--- config.mk ---
export PLATFORM = sky130hd
export DESIGN_NAME = m65c02_lst_ctrl
export DESIGN_NICKNAME = d
export VERILOG_FILES = /design/src/rtl/m65c02_lst_pkg.sv /design/src/rtl/m65c02_pfx_tracker.sv /design/src/rtl/m65c02_lst_ctrl.sv
export SDC_FILE = /design/constraint.sdc
export NUM_CORES = 1
export LEC_CHECK = 0
export ABC_AREA = 1
export BUFFER_PORTS_ARGS = -buffer_cell sky130_fd_sc_hd__buf_2
export CAP_MARGIN = 20
export CORE_UTILIZATION = 35
export CTS_CLUSTER_SIZE = 12
export DETAILED_ROUTE_END_ITERATION = 10
export PLACE_DENSITY_LB_ADDON = 0.3
export SLEW_MARGIN = 15
export SYNTH_ARGS = -nofsm -noshare
export SYNTH_HDL_FRONTEND = slang
export SYNTH_SLANG_ARGS = --single-unit
--- constraint.sdc ---
create_clock -name clk -period 1.3 [get_ports clk]
set_input_delay 0.26 -clock clk [delete_from_list [all_inputs] [get_ports clk]]
set_output_delay 0.26 -clock clk [all_outputs]
set_load 0.1 [all_outputs]
--- src/rtl/m65c02_lst_pkg.sv ---
// Shared constants, FSM encoding and transfer payload for the M65C02A LST sequencer.
package m65c02_lst_pkg;

  localparam int unsigned SEL_W  = 3;
  localparam int unsigned PFX_W  = 2;
  localparam int unsigned CNT_W  = 4;
  localparam int unsigned OVR_W  = 3;
  localparam int unsigned STAT_W = 16;

  localparam logic [SEL_W-1:0] OSEL_NONE = 3'd0;
  localparam logic [SEL_W-1:0] OSEL_X    = 3'd1;
  localparam logic [SEL_W-1:0] OSEL_Y    = 3'd2;
  localparam logic [SEL_W-1:0] OSEL_A    = 3'd3;
  localparam logic [SEL_W-1:0] OSEL_T    = 3'd4;
  localparam logic [SEL_W-1:0] OSEL_S    = 3'd5;
  localparam logic [SEL_W-1:0] OSEL_P    = 3'd6;
  localparam logic [SEL_W-1:0] OSEL_M    = 3'd7;

  localparam logic [PFX_W-1:0] PFX_NONE = 2'd0;
  localparam logic [PFX_W-1:0] PFX_OAX  = 2'd1;
  localparam logic [PFX_W-1:0] PFX_OAY  = 2'd2;
  localparam logic [PFX_W-1:0] PFX_OSY  = 2'd3;

  localparam logic [CNT_W-1:0] CNT_MAX = 4'hF;

  typedef enum logic [1:0] {
    ST_IDLE = 2'd0,
    ST_PFX  = 2'd1,
    ST_ACT  = 2'd2
  } lst_state_e;

  typedef struct packed {
    logic             en;
    logic [SEL_W-1:0] sel;
  } lst_xfr_t;

  // One-hot override vector ordered {OAX, OAY, OSY}.
  function automatic logic [OVR_W-1:0] pfx_to_ovr(input logic [PFX_W-1:0] sel);
    logic [OVR_W-1:0] ovr;
    ovr = '0;
    case (sel)
      PFX_OAX: ovr = 3'b100;
      PFX_OAY: ovr = 3'b010;
      PFX_OSY: ovr = 3'b001;
      default: ovr = '0;
    endcase
    return ovr;
  endfunction

endpackage

--- src/rtl/m65c02_pfx_tracker.sv ---
// Prefix tracker: IDLE/PFX/ACT sequencing, one-hot override, chain count and overflow pulse.
module m65c02_pfx_tracker
  import m65c02_lst_pkg::*;
#(
  parameter int unsigned MAX_PFX = 4
) (
  input  logic             clk,
  input  logic             rst_n,
  input  logic             rdy,
  input  logic             pfx_vld,
  input  logic [PFX_W-1:0] pfx_sel,
  input  logic             op_vld,
  input  logic             done,
  output logic [OVR_W-1:0] ovr_act_c,
  output logic             int_inh,
  output logic             pfx_err
);

  lst_state_e       state, state_nxt;
  logic [OVR_W-1:0] ovr, ovr_nxt;
  logic [CNT_W-1:0] cnt, cnt_nxt;
  logic             err_nxt;
  logic             pfx_c;

  always_ff @(posedge clk or negedge rst_n) begin
    if (!rst_n) begin
      state   <= ST_IDLE;
      ovr     <= '0;
      cnt     <= '0;
      pfx_err <= 1'b0;
      int_inh <= 1'b0;
    end else begin
      state   <= state_nxt;
      ovr     <= ovr_nxt;
      cnt     <= cnt_nxt;
      pfx_err <= err_nxt;
      int_inh <= (state_nxt != ST_IDLE);
    end
  end

  always_comb begin
    state_nxt = state;
    ovr_nxt   = ovr;
    cnt_nxt   = cnt;
    err_nxt   = pfx_err;
    pfx_c     = pfx_vld && (pfx_sel != PFX_NONE);
    if (rdy) begin
      err_nxt = 1'b0;
      unique case (state)
        ST_IDLE: begin
          if (pfx_c) begin
            state_nxt = ST_PFX;
            ovr_nxt   = pfx_to_ovr(pfx_sel);
            cnt_nxt   = CNT_W'(1);
          end
        end
        ST_PFX: begin
          // A prefix arriving with the chain already full aborts the chain.
          if (pfx_c) begin
            if (cnt == CNT_W'(MAX_PFX)) begin
              state_nxt = ST_IDLE;
              ovr_nxt   = '0;
              cnt_nxt   = '0;
              err_nxt   = 1'b1;
            end else begin
              ovr_nxt = pfx_to_ovr(pfx_sel);
              cnt_nxt = (cnt == CNT_MAX) ? cnt : cnt + CNT_W'(1);
            end
          end else if (op_vld) begin
            state_nxt = ST_ACT;
          end
        end
        ST_ACT: begin
          if (done) begin
            if (pfx_c) begin
              state_nxt = ST_PFX;
              ovr_nxt   = pfx_to_ovr(pfx_sel);
              cnt_nxt   = CNT_W'(1);
            end else begin
              state_nxt = ST_IDLE;
              ovr_nxt   = '0;
              cnt_nxt   = '0;
            end
          end
        end
        default: begin
          state_nxt = ST_IDLE;
          ovr_nxt   = '0;
          cnt_nxt   = '0;
        end
      endcase
    end
    ovr_act_c = (state_nxt == ST_ACT) ? ovr_nxt : '0;
  end

endmodule

--- src/rtl/m65c02_lst_ctrl.sv ---
// M65C02A LST sequencer top: prefix tracker, registered transfer pipe and override outputs.
// Optional M65C02A_LST_STATS_EN adds ovr_cnt, a count of overridden transfers.
module m65c02_lst_ctrl
  import m65c02_lst_pkg::*;
#(
  parameter int unsigned MAX_PFX = 4
) (
  input  logic              clk,
  input  logic              rst_n,
  input  logic              rdy,
  input  logic              pfx_vld,
  input  logic [PFX_W-1:0]  pfx_sel,
  input  logic              op_vld,
  input  logic              done,
  input  logic              xfr_req,
  input  logic [SEL_W-1:0]  xfr_sel,
  output logic              en,
  output logic [SEL_W-1:0]  osel,
  output logic              oax,
  output logic              oay,
  output logic              osy,
  output logic              int_inh,
  output logic              pfx_err
`ifdef M65C02A_LST_STATS_EN
  ,
  output logic [STAT_W-1:0] ovr_cnt
`endif
);

  logic [OVR_W-1:0] ovr_act_c;
  lst_xfr_t         xfr_d;

  m65c02_pfx_tracker #(
    .MAX_PFX (MAX_PFX)
  ) u_pfx_tracker (
    .clk       (clk),
    .rst_n     (rst_n),
    .rdy       (rdy),
    .pfx_vld   (pfx_vld),
    .pfx_sel   (pfx_sel),
    .op_vld    (op_vld),
    .done      (done),
    .ovr_act_c (ovr_act_c),
    .int_inh   (int_inh),
    .pfx_err   (pfx_err)
  );

  // Transfer request for the next cycle; select holds when no transfer is issued.
  always_comb begin
    xfr_d.en  = en;
    xfr_d.sel = osel;
    if (rdy) begin
      xfr_d.en = xfr_req && (xfr_sel != OSEL_NONE);
      if (xfr_d.en) begin
        xfr_d.sel = xfr_sel;
      end
    end
  end

  // Overrides and transfer pipe share an edge so first-ACT-cycle transfers see the override.
  always_ff @(posedge clk or negedge rst_n) begin
    if (!rst_n) begin
      en   <= 1'b0;
      osel <= OSEL_NONE;
      oax  <= 1'b0;
      oay  <= 1'b0;
      osy  <= 1'b0;
    end else begin
      en   <= xfr_d.en;
      osel <= xfr_d.sel;
      oax  <= ovr_act_c[2];
      oay  <= ovr_act_c[1];
      osy  <= ovr_act_c[0];
    end
  end

`ifdef M65C02A_LST_STATS_EN
  always_ff @(posedge clk or negedge rst_n) begin
    if (!rst_n) begin
      ovr_cnt <= '0;
    end else if (rdy && xfr_d.en && (ovr_act_c != '0)) begin
      ovr_cnt <= ovr_cnt + STAT_W'(1);
    end
  end
`endif

endmodule
==> reports/metrics.csv <==
metric;value;unit
outcome;complete, but fails checks;
failing checks;negative setup slack;
WL/cell;11.9;µm
post-route setup slack;-137;ps
Syn-to-layout area delta;42.3;%
Die Width;56.4;µm
register area share after synthesis;43.4;%
M1 GR Usage;19.1;%
asr flop ratio synth;100;%
IO buf count;20;
Synth Area in XOR/XNOR;0;%
Initial Utilization;37.3;%
Layout Nets;179;
CP Buf/Inv Count;3;
CTS clk-pin slew, worst paths;110;ps
vias in the first global route;927;
Synth Area in Adders;2.41;%
initial antenna violation count;0;
Distinct cells, synth;25;
RSZ-0062 raised after global routing;true;
Tcrit/Tclk final;111;%
family with the most delay on the worst path;simple AND/OR/NAND/NOR gates;
Congestion Overflow GR;0;
clk sinks;18;
Worst path max stage delay;400;ps
fin. max-slew vios;0;
met2 usage;28.9;%
synth warn;0;
Clock Latency Late Sink;290;ps
Rows;19;
IO Pins;21;
Most used DFF post-synth;dfrtp_1;
EDFF count, synth;0;
Pre-Repair DR Iteration Count;4;
Simple-Gate Fraction of Synth Area;33.2;%
setup TNS;-1110;ps
Slew HR;72.2;%
mux cell area share after synthesis;0;%
Fin Clk Skew;1.02;ps
syn_nets;141;
drt drc;0;
hpwl dp;1730;µm
crit path max fanout;6;
CP max stage cell;dfrtp_1;
vias per cell;4.77;
complex-gate fraction of the synthesized area;13.4;%
Startpoint Class;register;
H-tree depth;1;
GR Util met3;3.46;%
Final Util;53.1;%
CTS tree;built;
Max-Cap Viols;0;
class of the tightest hold or removal check;input pin to register;
core area;0.00278;mm²
critical path class;register to register;
largest net degree at the start of global routing;19;
crit path time final;1440;ps
CTS buffer count;3;
final setup fails;11;
die area;0.00319;mm²
Mapped Avg Cell Area;8.17;µm²
synthesized instance count;127;
final wirelength;2320;µm
CTS max path bufs;2;
number of routed nets with antenna violations;0;
worst-margin pin slew;416;ps
Max IR drop VDD;0.902;mV
ant diodes;0;
first-pass GRT wire length;4030;µm
final hold slack;202;ps
#FFs+latches synth;18;
largest family of logic cells by synthesized area;simple AND/OR/NAND/NOR gates;
PD cells;1360;mW/mm²
grt peak-use layer;met2;
RePlAce Congestion;0.839;
die height;56.4;µm
CP arrival;1630;ps
Post-Syn Area;0.00104;mm²
max frequency;0.696;GHz
share of cells above drive strength 1;41.7;%
CP Data Required Time;1490;ps
Fin. Hold Viols;0;
via count;926;
Leak;0.727;nW
DR iter-0 viols;18;
All-Layer GR Usage;16.3;%
CP Cell Sequence;buf_4 > buf_6 > ha_4 > nand4_1 > nand2_1 > nor2_4 > inv_2 > nor2_1 > a21oi_1;
Critical Path Sink Type;register;
CTS Root Cell;clkbuf_4;
==> per-layer routing <==
layer	share of wire [%]	routed length [µm]
met1	43	999
met2	52	1200
met3	3.9	90
met4	1.1	25
met5	0	0
==> stage by stage <==
| stage | total power, mW | instance area (µm²) | cells | setup WS, ps |
|---|---|---|---|---|
| after global placement | 1.62 | 1380 | 188 | -88.4 |
| after global routing | 2.13 | 1480 | 194 | -241 |
| final | 2.01 | 1480 | 194 | -137 |
| after detailed placement | 1.63 | 1380 | 188 | -108 |
| after CTS | 1.97 | 1460 | 193 | -112 |
| after floorplan | 1.29 | 1040 | 127 | -81.0 |
==> tightest hold or removal path, stage by stage <==
cell	delay [ps]
buf_2	100
clkinv_1	40
o21ai_1	60
==> kinds of logic after synthesis <==
kind of cell    Yosys count
compound gates           22
fa+ha+maj                 2
buf+inv                  19
flops                    18
simple gates             66
==> power by group <==
part / total, mW / internal (mW) / switching, mW
logic: 0.994 / 0.397 / 0.597
registers: 0.729 / 0.647 / 0.0820
clock network: 0.285 / 0.108 / 0.177
==> final timing paths <==
kind | from | cells past startpoint | slack (ps) | endpoint
worst min-delay path | xfr_sel[2] | 3 | 200 | osel[2]$_DFFE_PN0P_
min in group asynchronous | rst_n | 2 | 420 | u_pfx_tracker.cnt[3]$_DFFE_PN0P_
worst min register to register | osel[2]$_DFFE_PN0P_ | 2 | 570 | osel[2]$_DFFE_PN0P_
max in group asynchronous | rst_n | 2 | 590 | oay$_DFF_PN0_
worst max register to register | u_pfx_tracker.cnt[0]$_DFFE_PN0P_ | 9 | -140 | u_pfx_tracker.cnt[3]$_DFFE_PN0P_
worst max-delay path | u_pfx_tracker.cnt[0]$_DFFE_PN0P_ | 9 | -140 | u_pfx_tracker.cnt[3]$_DFFE_PN0P_
==> cell usage in the layout (no fill, tap or decap), drive strengths merged, types with 2 or more instances in the layout <==
master and n:
ha 2, clkinv 2, nand3 6, o211ai 4, clkbuf 3, nand2 46
o21ai 8, nor2 12, buf 33, a21oi 7, dfrtp 18, inv 16
==> synth_stat cells, types with 2 or more instances <==
| master | instances | area, µm² |
|---|---|---|
| o21ai_1 | 5 | 25.0 |
| nand2_2 | 6 | 37.5 |
| nor2_1 | 6 | 22.5 |
| inv_2 | 8 | 30.0 |
| clkinv_1 | 2 | 7.51 |
| a21oi_1 | 4 | 20.0 |
| ha_1 | 2 | 25.0 |
| o211ai_1 | 4 | 30.0 |
| dfrtp_1 | 18 | 450 |
| nand3_1 | 5 | 25.0 |
| inv_1 | 8 | 30.0 |
| a21oi_2 | 3 | 26.3 |
| nor2_4 | 4 | 45.0 |
| o21ai_0 | 3 | 15.0 |
| nand2_1 | 39 | 146 |
==> timing repair <==
| action | in CTS | in global routing |
|---|---|---|
| cloned | 0 | 0 |
| pin swaps | 3 | 5 |
| hold endpoints to repair | 18 | 0 |
| buffers inserted | 1 | 1 |
| gates resized for setup | 9 | 3 |
| endpoints found under the setup margin | 11 | 13 |
| hold buffers | 1 | 0 |
==> state kept, by name (all words and copies together) (netlist names) <==
signal                 count
en                         1
oax                        1
oay                        1
osel                       3
osy                        1
u_pfx_tracker.cnt          4
u_pfx_tracker.int_inh      1
u_pfx_tracker.ovr          3
u_pfx_tracker.pfx_err      1
u_pfx_tracker.state        2
==> area by class of cell <==
class                           count  area, µm²
Inverter                           18       67.6
Clock buffer                        3       22.5
Tap cell                           31       38.8
Fill cell                         259       1310
Sequential cell                    18        450
Timing Repair Buffer               34        354
Multi-Input combinational cell     90        543
Power figures use the tool's default switching activity.
